==> src/rtl/intack_pkg.sv <==
// rtl/intack_pkg.sv - shared types and constants for the interrupt acknowledge sequencer
package intack_pkg;

    typedef enum logic [2:0] {
        IDLE    = 3'd0,
        ACK_LOW = 3'd1,
        ACK_GAP = 3'd2,
        DONE    = 3'd3,
        HOLDOFF = 3'd4
    } intack_state_e;

    localparam logic [7:0] CALL_OPCODE = 8'hCD;
    localparam int PULSES_8086 = 2;
    localparam int PULSES_8080 = 3;

    function automatic logic [1:0] last_pulse_index(input logic is_8086);
        return is_8086 ? 2'(PULSES_8086 - 1) : 2'(PULSES_8080 - 1);
    endfunction

endpackage

==> src/rtl/intack_pulse_timer.sv <==
// rtl/intack_pulse_timer.sv - loadable down-counter timing the INTA# low and gap phases
module intack_pulse_timer #(
    parameter int WIDTH = 2
) (
    input  logic             clock,
    input  logic             reset_n,
    input  logic             load,
    input  logic [WIDTH-1:0] load_value,
    output logic             terminal_count
);

    logic [WIDTH-1:0] count;

    // Saturates at zero so a phase that outlives its load never wraps.
    always_ff @(posedge clock) begin
        if (!reset_n) begin
            count <= '0;
        end else if (load) begin
            count <= load_value;
        end else if (count != '0) begin
            count <= count - WIDTH'(1);
        end
    end

    assign terminal_count = (count == '0);

endmodule

==> src/rtl/cpu_interrupt_acknowledge_sequencer.sv <==
// rtl/cpu_interrupt_acknowledge_sequencer.sv - CPU-side 8259A INTA# pulse train initiator
module cpu_interrupt_acknowledge_sequencer
    import intack_pkg::*;
#(
    parameter int INTA_LOW_CYCLES = 2,
    parameter int INTA_GAP_CYCLES = 2
) (
    input  logic        clock,
    input  logic        reset_n,
    input  logic        interrupt_to_cpu,
    input  logic        interrupt_enable,
    input  logic        mode_8086,
    input  logic [7:0]  data_bus_in,
    output logic        interrupt_acknowledge_n,
    output logic        busy,
    output logic        vector_valid,
    output logic [7:0]  vector_8086,
    output logic [15:0] call_address,
    output logic        opcode_error
);

    localparam int MAX_CYCLES = (INTA_LOW_CYCLES > INTA_GAP_CYCLES) ? INTA_LOW_CYCLES : INTA_GAP_CYCLES;
    localparam int CW = $clog2(MAX_CYCLES + 1);
    localparam logic [CW-1:0] LOW_LOAD = CW'(INTA_LOW_CYCLES - 1);
    localparam logic [CW-1:0] GAP_LOAD = CW'(INTA_GAP_CYCLES - 1);

    intack_state_e state, state_next;
    logic          mode_q;
    logic [1:0]    pulse_index;
    logic [7:0]    byte0, byte1;
    logic          phase_done;
    logic          last_pulse;

    assign last_pulse = (pulse_index == last_pulse_index(mode_q));

    intack_pulse_timer #(.WIDTH(CW)) u_timer (
        .clock          (clock),
        .reset_n        (reset_n),
        .load           (state_next != state),
        .load_value     ((state_next == ACK_GAP) ? GAP_LOAD : LOW_LOAD),
        .terminal_count (phase_done)
    );

    always_ff @(posedge clock) begin
        if (!reset_n) begin
            state <= IDLE;
        end else begin
            state <= state_next;
        end
    end

    always_comb begin
        state_next = state;
        case (state)
            IDLE:    if (interrupt_to_cpu && interrupt_enable) state_next = ACK_LOW;
            ACK_LOW: if (phase_done) state_next = last_pulse ? DONE : ACK_GAP;
            ACK_GAP: if (phase_done) state_next = ACK_LOW;
            DONE:    state_next = HOLDOFF;
            HOLDOFF: state_next = IDLE;
            default: state_next = IDLE;
        endcase
    end

    always_comb begin
        busy         = (state == ACK_LOW) || (state == ACK_GAP) || (state == DONE);
        vector_valid = (state == DONE);
    end

    // INTA# is registered from the next state so the pin never glitches off inputs.
    always_ff @(posedge clock) begin
        if (!reset_n) begin
            interrupt_acknowledge_n <= 1'b1;
            mode_q                  <= 1'b0;
            pulse_index             <= 2'd0;
            byte0                   <= 8'd0;
            byte1                   <= 8'd0;
            vector_8086             <= 8'd0;
            call_address            <= 16'd0;
            opcode_error            <= 1'b0;
        end else begin
            interrupt_acknowledge_n <= (state_next != ACK_LOW);
            if (state == IDLE && state_next == ACK_LOW) begin
                mode_q      <= mode_8086;
                pulse_index <= 2'd0;
            end
            if (state == ACK_GAP && state_next == ACK_LOW) begin
                pulse_index <= pulse_index + 2'd1;
            end
            if (state == ACK_LOW && phase_done) begin
                case (pulse_index)
                    2'd0:    byte0 <= data_bus_in;
                    2'd1:    byte1 <= data_bus_in;
                    default: ;
                endcase
            end
            // The final byte is taken straight off the bus on the edge entering DONE.
            if (state == ACK_LOW && state_next == DONE) begin
                if (mode_q) begin
                    vector_8086 <= data_bus_in;
                end else begin
                    call_address <= {data_bus_in, byte1};
                    opcode_error <= (byte0 != CALL_OPCODE);
                end
            end
        end
    end

endmodule

==> config.mk <==
export PLATFORM = sky130hd
export DESIGN_NAME = cpu_interrupt_acknowledge_sequencer
export DESIGN_NICKNAME = d
export VERILOG_FILES = /design/src/rtl/intack_pkg.sv /design/src/rtl/intack_pulse_timer.sv /design/src/rtl/cpu_interrupt_acknowledge_sequencer.sv
export SDC_FILE = /design/constraint.sdc
export NUM_CORES = 1
export LEC_CHECK = 0
export CAP_MARGIN = 15
export CORE_MARGIN = 2
export CORE_UTILIZATION = 37
export CTS_BUF_LIST = sky130_fd_sc_hd__clkbuf_4 sky130_fd_sc_hd__clkbuf_8 sky130_fd_sc_hd__clkbuf_16
export CTS_CLUSTER_SIZE = 20
export DETAILED_ROUTE_END_ITERATION = 10
export PLACE_DENSITY = 0.71
export SYNTH_ARGS = -nofsm -noshare
export SYNTH_HDL_FRONTEND = slang
export SYNTH_HIERARCHICAL = 1
export SYNTH_SLANG_ARGS = --single-unit
export TNS_END_PERCENT = 50
==> constraint.sdc <==
create_clock -name clock -period 1.6 [get_ports clock]
set_clock_uncertainty 0.05 [all_clocks]
set_input_delay 0.4 -clock clock [delete_from_list [all_inputs] [get_ports clock]]
set_output_delay 0.4 -clock clock [all_outputs]
set_load 0.05 [all_outputs]
After elaboration in Yosys (flattened, before gate mapping)

Cells that the tools add are included.

Register bits: 50
Bits of input ports: 13
Output and inout port bits: 28
Word-level logic and storage cells: 53

Add/sub/neg operators: 2
Equality and inequality tests: 10
Muxes and demuxes: 10
Bitwise logic cells: 2
Reductions and logical operators: 18

Operator list:

| kind                | count |
|---|---|
| $pmux 3 s4          | 1 |
| $eq 3x2->1 const B  | 3 |
| $mux 3              | 3 |
| $ne 8x8->1 const B  | 1 |
| $reduce_and 2->1    | 4 |
| $eq 3x1->1 const B  | 2 |
| $mux 2              | 3 |
| $reduce_bool 2->1   | 3 |
| $logic_and 1x1->1   | 5 |
| $logic_not 2->1     | 2 |
| $logic_not 3->1     | 1 |
| $mux 1              | 3 |
| $ne 3x1->1 const B  | 1 |
| $ne 3x3->1          | 1 |
| $add 2x1->2 const B | 1 |
| $eq 2x1->1 const B  | 1 |
| $eq 2x2->1          | 1 |
| $logic_or 1x1->1    | 2 |
| $not 1->1           | 2 |
| $reduce_or 2->1     | 1 |
| $sub 2x1->2 const B | 1 |

Logic depth before layout (Yosys ltp)

Gate-level depths: netlist of run 1.

Depth in word-level cells: 9
Mapped depth: 8
Mapped depth without buffers: 6

Modules after synthesis

The synthesis of run 1 kept the hierarchy.

By module, submodules not included:

| module                              | instances | cells each | area an instance (µm²) | sequential area each (µm²) |
|---|---|---|---|---|
| cpu_interrupt_acknowledge_sequencer | 1         | 206        | 1904.3                 | 960.9 |
| intack_pulse_timer                  | 1         | 13         | 123.9                  | 40.0 |

Worst setup path after synthesis of run 1

Ideal clock, no wire load.

Path type: register to register
From: reg u_timer.count[0]
To: reg vector_8086[0]
Setup time: 0.128 ns
Data arrival time: 1.548 ns
Required time: 1.422 ns
Setup slack: -0.125 ns
Stages on the path, launching flop included: 9
Path buffers: 2
Clock period less this slack: 1.725 ns
Cell sequence: dfxtp_1 inv_1 ha_1 and4bb_1 buf_6 and3_4 buf_12 mux2i_1 nor2_1

Word-level cells in the longest chain between the ends: 6
Elaborated cells on any way between the ends: 7
Those cells by class: 1 x eq/ne; 3 x mux; 3 x reduce/logical

RTL lines:

| item                         | RTL line                                                                             | text |
|---|---|---|
| start, declared              | intack_pulse_timer.sv:12                                                             | `logic [WIDTH-1:0] count;` |
| start signal, assigned       | intack_pulse_timer.sv:19                                                             | `count <= load_value;` |
| start signal, assigned       | intack_pulse_timer.sv:21                                                             | `count <= count - WIDTH'(1);` |
| $logic_not 2->1 *            | intack_pulse_timer.sv:25                                                             | `assign terminal_count = (count == '0);` |
| net phase_done               | cpu_interrupt_acknowledge_sequencer.sv:31                                            | `logic phase_done;` |
| $mux 3 (on tied branches)    | cpu_interrupt_acknowledge_sequencer.sv:57, cpu_interrupt_acknowledge_sequencer.sv:56 |  |
| $pmux 3 s4 *                 | cpu_interrupt_acknowledge_sequencer.sv:54                                            | `case (state)` |
| $eq 3x2->1 *                 | cpu_interrupt_acknowledge_sequencer.sv:97                                            | `if (state == ACK_LOW && state_next == DONE) begin` |
| $logic_and 1x1->1 *          | cpu_interrupt_acknowledge_sequencer.sv:97                                            |  |
| $reduce_and 2->1 (no line) * | n/a                                                                                  |  |
| end signal, assigned         | cpu_interrupt_acknowledge_sequencer.sv:99                                            | `vector_8086 <= data_bus_in;` |
| end, declared                | cpu_interrupt_acknowledge_sequencer.sv:17                                            | `output logic [7:0] vector_8086,` |

The timed path passes the listed nets; every way through them passes the cells marked *.
A chain may end at the register's enable or synchronous reset.

Final worst setup path of run 1

From: reg state[1]
To: out busy

Word-level cells in the longest chain between the ends: 3
Elaborated cells on any way between the ends: 5
Those cells by class: 3 x eq/ne; 2 x reduce/logical

RTL lines:

| item                                     | RTL line                                  | text |
|---|---|---|
| start, declared                          | cpu_interrupt_acknowledge_sequencer.sv:27 | `intack_state_e state, state_next;` |
| start signal, assigned                   | cpu_interrupt_acknowledge_sequencer.sv:48 | `state <= state_next;` |
| $eq 3x1->1 or $eq 3x2->1 (tied branches) | cpu_interrupt_acknowledge_sequencer.sv:65 | `busy = (state == ACK_LOW) \|\| (state == ACK_GAP) \|\| (state == DONE);` |
| $logic_or 1x1->1                         | cpu_interrupt_acknowledge_sequencer.sv:65 |  |
| $logic_or 1x1->1 *                       | cpu_interrupt_acknowledge_sequencer.sv:65 |  |
| end, declared                            | cpu_interrupt_acknowledge_sequencer.sv:15 | `output logic busy,` |

Mark *: on every way between the ends. The rest lies on a longest branch, timed or not.

==> impl_summary.md, run 1 <==
Hold path
The endpoint of the worst hold path is byte0[1]$_SDFFE_PN0P_. The worst hold path class is reg2reg. The worst hold path startpoint is byte0[1]$_SDFFE_PN0P_. The depth of the worst hold-timing path is 2.

Synthesis
The share of cell area taken by muxes after synthesis is 13.39%. The Yosys step of the flow raised 6 warnings. The net count after synthesis is 235. Dividing the synthesized area by the synthesized cell count gives 9.261 um^2.

The basic-gate share of the synthesized area counting and, or, nand and nor cells is 21.41%. The top cell type's share of synthesized area is 49.35%. The share of the synthesized area in compound gates (AO/OA/AOI/OAI) is 8.267%. The synthesized netlist devotes 1.851% of its cell area to adder and majority cells.

Counting flops and latches in the post-synthesis netlist gives 50. The largest total area in the synthesized netlist belongs to dfxtp_1. The summed instance area of the synthesized netlist is 2028 um^2. By area the synthesized netlist is led by dfxtp_1 (49%), mux2i_1 (13%), nor2_1 (6.1%).

After synthesis, the netlist uses 35 different library cells. The combinational family with the most area after synthesis is simple AND/OR/NAND/NOR gates. The part of the Yosys area used for sequential elements is 49.35%. The instance count of the mapped netlist is 219. The fraction of synthesized cell area in xor and xnor cells is 0.4318%.

Setup path
In this run the critical register-to-register path is captured at opcode_error$_SDFFE_PN0P_. Along the worst path, the maximum fanout reaches 7. For this design, the slowest cell found on the critical path is dfxtp_4.

The endpoint class of the critical path is a primary output. The setup check on the worst reg-to-reg path leaves a slack of 0.07 ns. The worst setup path is launched from a flop. The delay of the slowest cell on the worst path is 0.37 ns. The worst register-to-register path begins at u_timer/count[1]$_SDFFE_PN0P_. For the worst flop-to-flop path, the logic depth is 7. The endpoint arrival time on the critical path is 1.12 ns. The required time of the critical path is 1.15 ns. The startpoint of the most critical setup path is state[1]$_SDFF_PN0_.

The critical path is of the reg2out type. The signal on the critical path passes through buf_4 > nor2_1 > nor2_2 > buf_12.

Routing
After the first detailed-routing iteration, the DRC count stood at 82. Dividing the detail-routed wire length by the instance count gives 12.57 um. The total vias in the final route is 1608. The mean number of vias per cell is 4.772. The first TritonRoute pass finished after 4 iterations. The final antenna-violating net count is 0.

The final layout contains routed wiring with a total length of 4.235 mm. The count of unresolved DRC violations after routing is 0.

Clock network
The number of buffers inserted to repair setup after CTS is 0. The clock passes through at most 2 buffers. The total number of H-tree levels is 2. TritonCTS built the clock tree. For the worst-skew pair, the clock arrives at the later sink with an insertion delay of 0.30 ns. Clock-pin slew was measured on the worst setup and hold paths at 0.09 ns.

The TritonCTS sink count is 50. The clock root buffer is clkbuf_8. Buffers inserted during clock tree synthesis total 5. The post-cts hold buffer count is 0.

STA
The number of failing setup endpoints in the final timing report is 0. The final count of pins violating max slew is 0. The routed design could run at a clock period as short as 1.566 ns. The worst slack on hold paths is 0.4072 ns. Setup repair after global routing could not meet its margin everywhere. The count of final hold-check violations came to 0. Of the available clock period, the critical path in the final layout requires 97.88%. The highest achievable clock rate is 638.5 MHz.

Place
The port buffer count is 40. The HPWL after detailed placement is 3.094 mm. Routability-driven placement finished with a final weighted congestion of 0.7653.

GRT
The first global-routing pass estimated 7.245 mm of wire. The number of global-route vias before repair is 1544. For this run the aggregate overflow at the end of global routing stands at 0. The total global routing track utilization is 15.14%. The number of antenna violations at the first check in global routing is 0. Entering global routing, the biggest net connects 29 pins.

Floorplan
The area of the placeable core is 5205 um^2. The initial standard-cell utilization of the core is 38.97%. After floorplanning, the core was divided into 26 placement rows. The horizontal die dimension is 78.04 um. The height of the chip is 78.04 um.

The die covers 6089 um^2. The total I/O pin count is 41.

Power and ir drop
The part of the power in the clock network is 25.4%. In this run the power spent charging and discharging nets is 847.7 uW. Across the VDD grid, the largest voltage drop is 0.0006819 V. Dividing total power by cell area gives a power density of 956.4 nW/um^2. Of the total power, combinational logic draws 26.0%. Sequential cells burn 48.6% of the power. The total leakage power is 0.001206 uW. The internal power component is 1985 uW. After layout, the design draws a total of 2833 uW. The fraction of power spent switching nets is 29.93%.

Layout
The fraction of final layout cells with drive strength greater than 1 is 24.72%. Leaving out fill and tap cells, the most frequent cell in the layout is dfxtp_1. The final-layout fill cell count is 468.

The number of antenna repair diodes is 0. The final net count is 282. Leaving out fill and tap cells, the most frequent cells in the layout are dfxtp_1 (46), nor2_1 (31), buf_12 (30). The synthesis-to-finish area growth is 46.02%.

Status
The flow ran to the end, and the final reports show no timing, DRC or antenna violations.

Flow run
The max capacitance violation total is 0.
-- state kept, by name, summed over array words and instances, names as in the netlist --
register and count:
call_address 16, byte0 8, byte1 8, vector_8086 8, state 3, pulse_index 2
u_timer/count 2, interrupt_acknowledge_n 1, mode_q 1, opcode_error 1
-- power groups by stage --
stage / clock network, uW / logic, uW / registers [uW]
after global placement: 0 / 688 / 1390
after detailed placement: 0 / 709 / 1400
after global routing: 807 / 807 / 1390
final: 720 / 736 / 1380
after CTS: 746 / 716 / 1370
after floorplan: 0 / 454 / 1400
-- cells by family after synthesis --
| family | count (synthesis) |
|---|---|
| xor+xnor | 1 |
| flops | 50 |
| buf+inv | 16 |
| simple gates | 91 |
| mux | 27 |
| fa+ha+maj | 3 |
| compound gates | 29 |
| other cells | 2 |
-- Yosys cell counts (all sizes together) --
library cell and n:
a211oi 1, a21oi 20, a41o 1, and2 1, and2b 1, and3 2, and3b 1, and4b 1
and4bb 1, buf 5, clkbuf 6, conb 2, dfxtp 50, ha 3, inv 5, mux2 1
mux2i 26, nand2 23, nand2b 2, nand3 20, nor2 33, nor2b 3, o21ai 3, o21bai 1
o22ai 1, o31ai 1, o32ai 1, or2b 3, xor2 1
-- critical path: cells and delay by family (launching register included) --
family / cells / cell delay, ns
buf+inv: 2 / 0.28
flops: 1 / 0.37
simple gates: 2 / 0.17
-- layer usage --
layer,GRT usage (%),up-vias,part of all wire [%]
met5,0,-,0
met1,17.84,731,43
met4,5.789,0,1.7
met3,5.057,7,5.1
met2,25.52,36,50
li1,-,834,-
-- area by class of cell --
type,count,area [um^2],share of cell area [%]
Clock inverter,3,21.27,0.7182
Clock buffer,5,68.82,2.324
Multi-Input combinational cell,153,962.2,32.49
Timing Repair Buffer,51,792.0,26.74
Sequential cell,50,1011,34.14
Tap cell,70,87.58,2.957
Inverter,5,18.77,0.6337
-- per-stage QoR --
| stage | util (%) | area, um^2 | setup WS [ns] | cells | setup TNS [ns] |
|---|---|---|---|---|---|
| final | 56.90 | 2962 | 0.03389 | 337 | 0 |
| after floorplan | - | 2041 | 0.01576 | 219 | 0 |
| after detailed placement | 54.47 | 2835 | -0.09994 | 329 | -0.3207 |
| after global routing | 56.90 | 2962 | -0.05401 | 337 | -0.09920 |
| after global placement | 54.47 | 2835 | -0.06007 | 329 | -0.1237 |
| after CTS | 56.35 | 2933 | 0.0009133 | 337 | 0 |
-- how the worst max path moves through the flow --
stage / endpoint / slack (ns)
after CTS: busy / 0.0009
final: busy / 0.03
after global placement: u_timer/count[1]$_SDFFE_PN0P_ / -0.06
after floorplan: vector_8086[0]$_SDFFE_PN0P_ / 0.02
after global routing: busy / -0.05
after detailed placement: interrupt_acknowledge_n$_SDFF_PN1_ / -0.1
-- repair_timing --
item / CTS / global route
endpoints found under the hold margin: 0 / 0
pin swaps: 0 / 0
resized for setup: 4 / 11
endpoints found under the setup margin: 2 / 31
No activity file was read; power rests on OpenSTA's default activity.
==> inputs of run 2 (changes only) <==
CELL_PAD_IN_SITES_DETAIL_PLACEMENT = 1   (was default)
CELL_PAD_IN_SITES_GLOBAL_PLACEMENT = 2   (was default)
CORE_UTILIZATION = 27   (was 37)
PLACE_DENSITY = 0.81   (was 0.71)
SLEW_MARGIN = 25   (was default)
==> run 2 against run 1 <==
Against the previous run:
- clock power is 1% lower
- die area is 35% higher
- final area is 5.4% higher
- largest power group unchanged
- critical endpoint unchanged
- largest cell class unchanged
- worst hold slack better by 0.0047 ns
- total power is 1.2% higher
==> impl_summary.md, run 2 (synthesis gave the netlist of run 1 again) <==
Status
The flow ran to the end, and the final reports show no timing, DRC or antenna violations.

Setup path
The endpoint class of the critical path is a primary output. The biggest fanout along the worst timing path is 4. Walking the worst path, the cells encountered are buf_4 > nor2_2 > nor2_2 > buf_12. The startpoint class of the critical path is a flop. Broken down by cell family, the worst path's largest delay share belongs to flip-flops. The required time of the critical path is 1.15 ns.

Together, buffers and inverters on the worst path number 2. The slowest stage of the critical path is the dfxtp_4 cell. Among the stages of the critical path, the cell type that occurs most often is nor2_2. In this design, the stage delay of the slowest critical-path cell is 0.38 ns. The critical path is of the reg2out type.

At the worst endpoint, the arrival time is 1.13 ns.

GRT
The first global-routing pass estimated 8.424 mm of wire. Entering global routing, the biggest net connects 26 pins. The number of antenna violations at the first check in global routing is 0. The number of global-route vias before repair is 1810.

For this run, the total global-route usage over all layers was measured as 12.53%. Global routing finished with a remaining overflow of 0.

Floorplan
The initial standard-cell utilization of the core is 27.96%. In this run the standard cell core region covers 7253 um^2. The die covers 8221 um^2. The total I/O pin count is 41. The number of placement rows is 31.

Measured along the y axis, the die boundary spans 90.67 um. The die is 90.67 um wide.

Power and ir drop
The net switching component of the power is 881.9 uW. Net switching is 30.76% of the power. Of the total power, combinational logic draws 27.3%. Across the VDD grid, the largest voltage drop is 0.0004590 V.

In this run, flip-flops and latches consume 47.8% of the power. The internal power component is 1985 uW. The clock network accounts for 24.9% of the total power.

Dividing total power by cell area gives a power density of 918.4 nW/um^2. The design draws 2867 uW. The total leakage power is 0.001268 uW.

Routing
The final antenna-violating net count is 0. The number of design-rule violations left by the first detailed-router iteration is 76. The total vias in the final route is 1688. After detailed routing, the number of remaining DRC violations is 0. The routed wire length per instance is 13.75 um.

The number of detailed-route iterations in the first pass is 4. The total detailed-routing wirelength is 5.115 mm. Using the TritonRoute via totals, the vias-per-cell ratio works out to 4.538.

Place
Including well taps, the total number of placed cells is 360. Port buffering added 40 buffers. The wire-length estimate of the detail-placed layout is 3.629 mm. The congestion estimate from routability-driven global placement came to 0.7257. After detailed placement, the total cell area comes to 2899 um^2.

Clock network
The CTS tree is yes. No sink is reached through more buffers than the 2 on the longest clock path. The number of buffers added by the clock tree synthesis step is 5.

The register clock-pin slew on the reported worst setup and hold paths is 0.08 ns. CTS saw 50 sinks. At the later pin of the worst-skew pair, clock insertion delay measures 0.30 ns. The clock root buffer is clkbuf_8. The total number of H-tree levels is 2.

Flow run
Across the run, the number of max-cap violations was 0.

Hold path
The worst hold path belongs to the class reg2reg.

Layout
In the layout the commonest cells are dfxtp_1 (47), buf_12 (32), nor2_1 (30). Summing all non-filler instances in the final layout gives an area of 3122 um^2. The synthesis-to-finish area growth is 53.92%. The net count of the finished layout is 289. The top register by number of flip-flops is call_address.

The fraction of final layout cells with drive strength greater than 1 is 27.84%. The finished layout holds 372 standard cells, fillers aside. The number of antenna diodes in the final layout is 0.

The number of flip-flops in the largest register is 16. The library cell used most frequently in the layout, excluding fill and tap cells, is dfxtp_1. Fill cells in the final layout number 821.

STA
Setup repair after global routing could not meet its margin everywhere. The count of final hold-check violations was 0. The number of failing setup endpoints in the final timing report is 0. The final period demand of the worst path is 1.575 ns. The final critical path takes up 98.45% of the cycle. The highest achievable clock rate is 634.9 MHz.

The final count of pins violating max slew is 0.
## run 2: repair_timing
action	CTS	global route
hold buffers	0	0
gates resized for setup	9	13
buffers inserted	1	3
pin swaps	2	6
gates cloned	0	1
endpoints found under the setup margin	7	33
## run 2: worst register-to-register path: stages, from the launching register on
cell and delay, ns:
dfxtp_4 0.37, buf_6 0.11, and4bb_2 0.34, nand3_4 0.11, clkbuf_16 0.19, buf_4 0.13, mux2i_1 0.13, nor2_1 0.05
## run 2: area by class of cell
type                    count  area (um^2)  area share [%]
clock buffers               5        68.82           2.204
clock inverters             2        15.01          0.4810
inverters                   5        18.77          0.6012
multi-input cells         153         1001           32.06
flip-flops and latches     50         1007           32.26
well taps                  99        123.9           3.968
repair buffers             58        887.1           28.42
## run 2: final timing paths
path                          from  depth (start not counted)  slack (ns)                           end
max            state[1]$_SDFF_PN0_                          4        0.02                          busy
min          byte0[1]$_SDFFE_PN0P_                          2        0.41         byte0[1]$_SDFFE_PN0P_
max reg2reg    state[1]$_SDFF_PN0_                          7        0.03  call_address[7]$_SDFFE_PN0P_
min reg2reg  byte0[1]$_SDFFE_PN0P_                          2        0.41         byte0[1]$_SDFFE_PN0P_
## run 2: through the flow
stage / TNS (ns) / hold WS [ns] / setup slack, ns / utilization, %
finish: 0 / 0.4118 / 0.02486 / 43.04
global route: -0.3195 / 0.4315 / -0.05213 / 43.04
CTS: 0 / 0.4147 / 0.002176 / 41.50
detailed placement: -0.5623 / 0.4002 / -0.1444 / 39.97
global placement: -0.1670 / 0.3884 / -0.07146 / 39.97
floorplan: 0 / 0.3822 / 0.01576 / -
## run 2: per-layer routing
metal / up-vias / GRT usage [%] / routed length [um]
met2: 40 / 22.89 / 2691
met3: 2 / 3.088 / 232
li1: 844 / - / -
met4: 0 / 4.103 / 34
met5: - / 0 / 0
met1: 802 / 14.17 / 2156
## run 2: power groups by stage
stage               Clock [uW]  Sequential [uW]  Combinational, uW
floorplan                    0             1400                454
global placement             0             1390                703
detailed placement           0             1390                733
CTS                        749             1370                753
global route               802             1380                867
finish                     713             1370                784
==> inputs of run 3 (changes only) <==
CORE_ASPECT_RATIO = 1.2   (was default)
CORE_MARGIN = 1   (was 2)
==> run 3 against run 2 <==
Against the previous run:
- combinational power increased by 2%
- sequential cell count stayed put
- clock-buffer cell count stayed put
- sequential power about the same
- register-to-register slack got worse by 0.02 ns
- final cell count is 2.4% lower
- clock power grew 6.2%
- core utilization shrank 0.37 points
- maximum frequency down 0.87%
- non-clock buffer count fell by 1
- setup slack got worse by 0.014 ns
- largest cell class unchanged
- largest power group unchanged
- highest routed layer unchanged
==> impl_summary.md, run 3 (synthesis gave the netlist of run 1 again) <==
Layout
The area growth from synthesis to layout is 53.05%. 0 antenna diodes ended up in the layout. The final net count is 288. The most frequent standard cell in the layout excluding fill and tap cells is dfxtp_1. In the final layout, the share of cells above drive strength 1 is 27.11%. In the layout the commonest cells are dfxtp_1 (47), buf_12 (31), nor2_1 (30).

The finished layout holds 363 standard cells, fillers aside. The number of flip-flops in the largest register is 16. The top register by number of flip-flops is call_address.

Setup path
The biggest fanout along the worst timing path is 9. STA classifies the critical path startpoint as a flop. The startpoint-to-endpoint class of the critical path is reg2reg. On the critical path, the stage with the largest delay is an instance of dfxtp_1.

The number of buffers and inverters on the critical path is 2. The endpoint arrival time on the critical path is 1.78 ns. The cell family with the largest share of critical-path delay is simple AND/OR/NAND/NOR gates. The required time of the critical path is 1.79 ns. The signal on the critical path passes through inv_2 > ha_4 > and4bb_2 > nand3_4 > clkbuf_16 > a41o_1 > a21oi_1. The endpoint class of the critical path is a flop.

The delay of the slowest cell on the worst path is 0.33 ns.

Floorplan
The floorplan has 34 rows. The total I/O pin count is 41. The floorplan step set the die width to 81.12 um. The floorplan step defined a die boundary enclosing 7864 um^2. After floorplanning, the core was sized to cover 7274 um^2. The height of the chip is 96.95 um. The initial standard-cell utilization of the core is 27.88%.

Power and ir drop
The worst ir drop on vdd is 0.0005598 V. The power per unit of standard cell area is 943.8 nW/um^2. The total leakage power is 0.001261 uW. The design draws 2930 uW.

Clock network
After clock tree synthesis, the clock-pin slew on the worst setup and hold paths is 0.10 ns. The latest clock arrival within the worst-skew pair is 0.30 ns. TritonCTS built the clock tree.

The post-cts hold buffer count is 0. The TritonCTS sink count is 50. The H-tree was split into 2 levels. The longest clock path from root to sink contains 2 buffers. The tree is rooted in a clkbuf_8. The number of buffers added by the clock tree synthesis step is 5.

STA
The number of failing setup endpoints in the final timing report is 0. The share of the clock period used by the worst path is 99.32%. Timing would allow up to 629.3 MHz. The final count of pins violating max slew is 0. The count of final hold-check violations was 0. Setup repair after global routing could not meet its margin everywhere. The routed design could run at a clock period as short as 1.589 ns.

Place
The post-placement cell count is 352. After legalization and detailed placement, the total HPWL measured 3.516 mm. The final weighted congestion in routability-driven placement is 0.7676. The port buffer count is 40.

Routing
For this block, the initial DRC count from the detailed router was 37. Dividing the detail-routed via count by the number of cells gives 4.631. In this run the remaining antenna-violating nets after routing total 0. The pre-antenna-repair detailed-routing pass consisted of 4 iterations.

The total vias in the final route is 1681. The total detailed-routing wirelength is 5.000 mm. The count of unresolved DRC violations after routing is 0.

The routed wire length per instance is 13.77 um.

GRT
The first global-routing pass estimated 8.280 mm of wire. The pin count of the biggest net entering global routing is 27. The number of antenna violations at the first check in global routing is 0. After global routing the overflow that remains totals 0.

Across every metal layer, demand over resource in global routing totals 13.27%. The number of global-route vias before repair is 1837.

Hold path
The tightest min-delay check is of the reg2reg type.

Flow run
The max capacitance violation total is 0.

Status
The run finished with clean final reports.
## run 3: power by group
group | total, uW | switching, uW | internal [uW]
Combinational | 797 | 398 | 399
Sequential | 1380 | 58.0 | 1320
Clock | 757 | 443 | 313
## run 3: worst register-to-register path, cell delays in order, from the launching register on
cell       delay [ns]
dfxtp_1          0.33
inv_2            0.06
ha_4             0.14
and4bb_2         0.29
nand3_4          0.14
clkbuf_16        0.21
a41o_1           0.21
a21oi_1          0.11
## run 3: final timing paths
path	from	to	slack [ns]	depth (start not counted)
worst max-delay path	u_timer/count[1]$_SDFFE_PN0P_	opcode_error$_SDFFE_PN0P_	0.01	7
worst min-delay path	byte0[1]$_SDFFE_PN0P_	byte0[1]$_SDFFE_PN0P_	0.41	2
worst max register to register	u_timer/count[1]$_SDFFE_PN0P_	opcode_error$_SDFFE_PN0P_	0.01	7
worst min register to register	byte0[1]$_SDFFE_PN0P_	byte0[1]$_SDFFE_PN0P_	0.41	2
## run 3: through the flow
step / setup TNS (ns) / hold slack, ns / util (%) / area, um^2 / setup WS [ns]
after floorplan: 0 / 0.3822 / - / 2041 / 0.01576
after global placement: -0.1885 / 0.3894 / 39.80 / 2895 / -0.06035
after detailed placement: -0.4669 / 0.3985 / 39.80 / 2895 / -0.1288
after CTS: -0.3071 / 0.4117 / 41.21 / 2998 / -0.04044
after global routing: -1.039 / 0.4358 / 42.67 / 3104 / -0.06282
final: 0 / 0.4127 / 42.67 / 3104 / 0.01095
## run 3: timing repair
item | 4_1_cts | 5_1_grt
cloned | 0 | 2
pin swaps | 0 | 4
setup buffers | 0 | 1
gates resized for setup | 5 | 14
endpoints found under the setup margin | 20 | 45
## run 3: cell type report
class	count	area, um^2
fill	807	4170
clock inverter	3	23.77
sequential	50	1007
multi-input combinational	153	988.4
tap	90	112.6
clock buffer	5	68.82
inverter	5	18.77
timing repair buffer	57	884.6
## run 3: layer usage
metal  global-route usage [%]  vias to the layer above  share of wire (%)
li1                         -                      845                  -
met1                    15.16                      804                 43
met2                    24.43                       27                 54
met3                    2.830                        5                3.0
met4                    2.885                        0               0.88
met5                        0                        -                  0
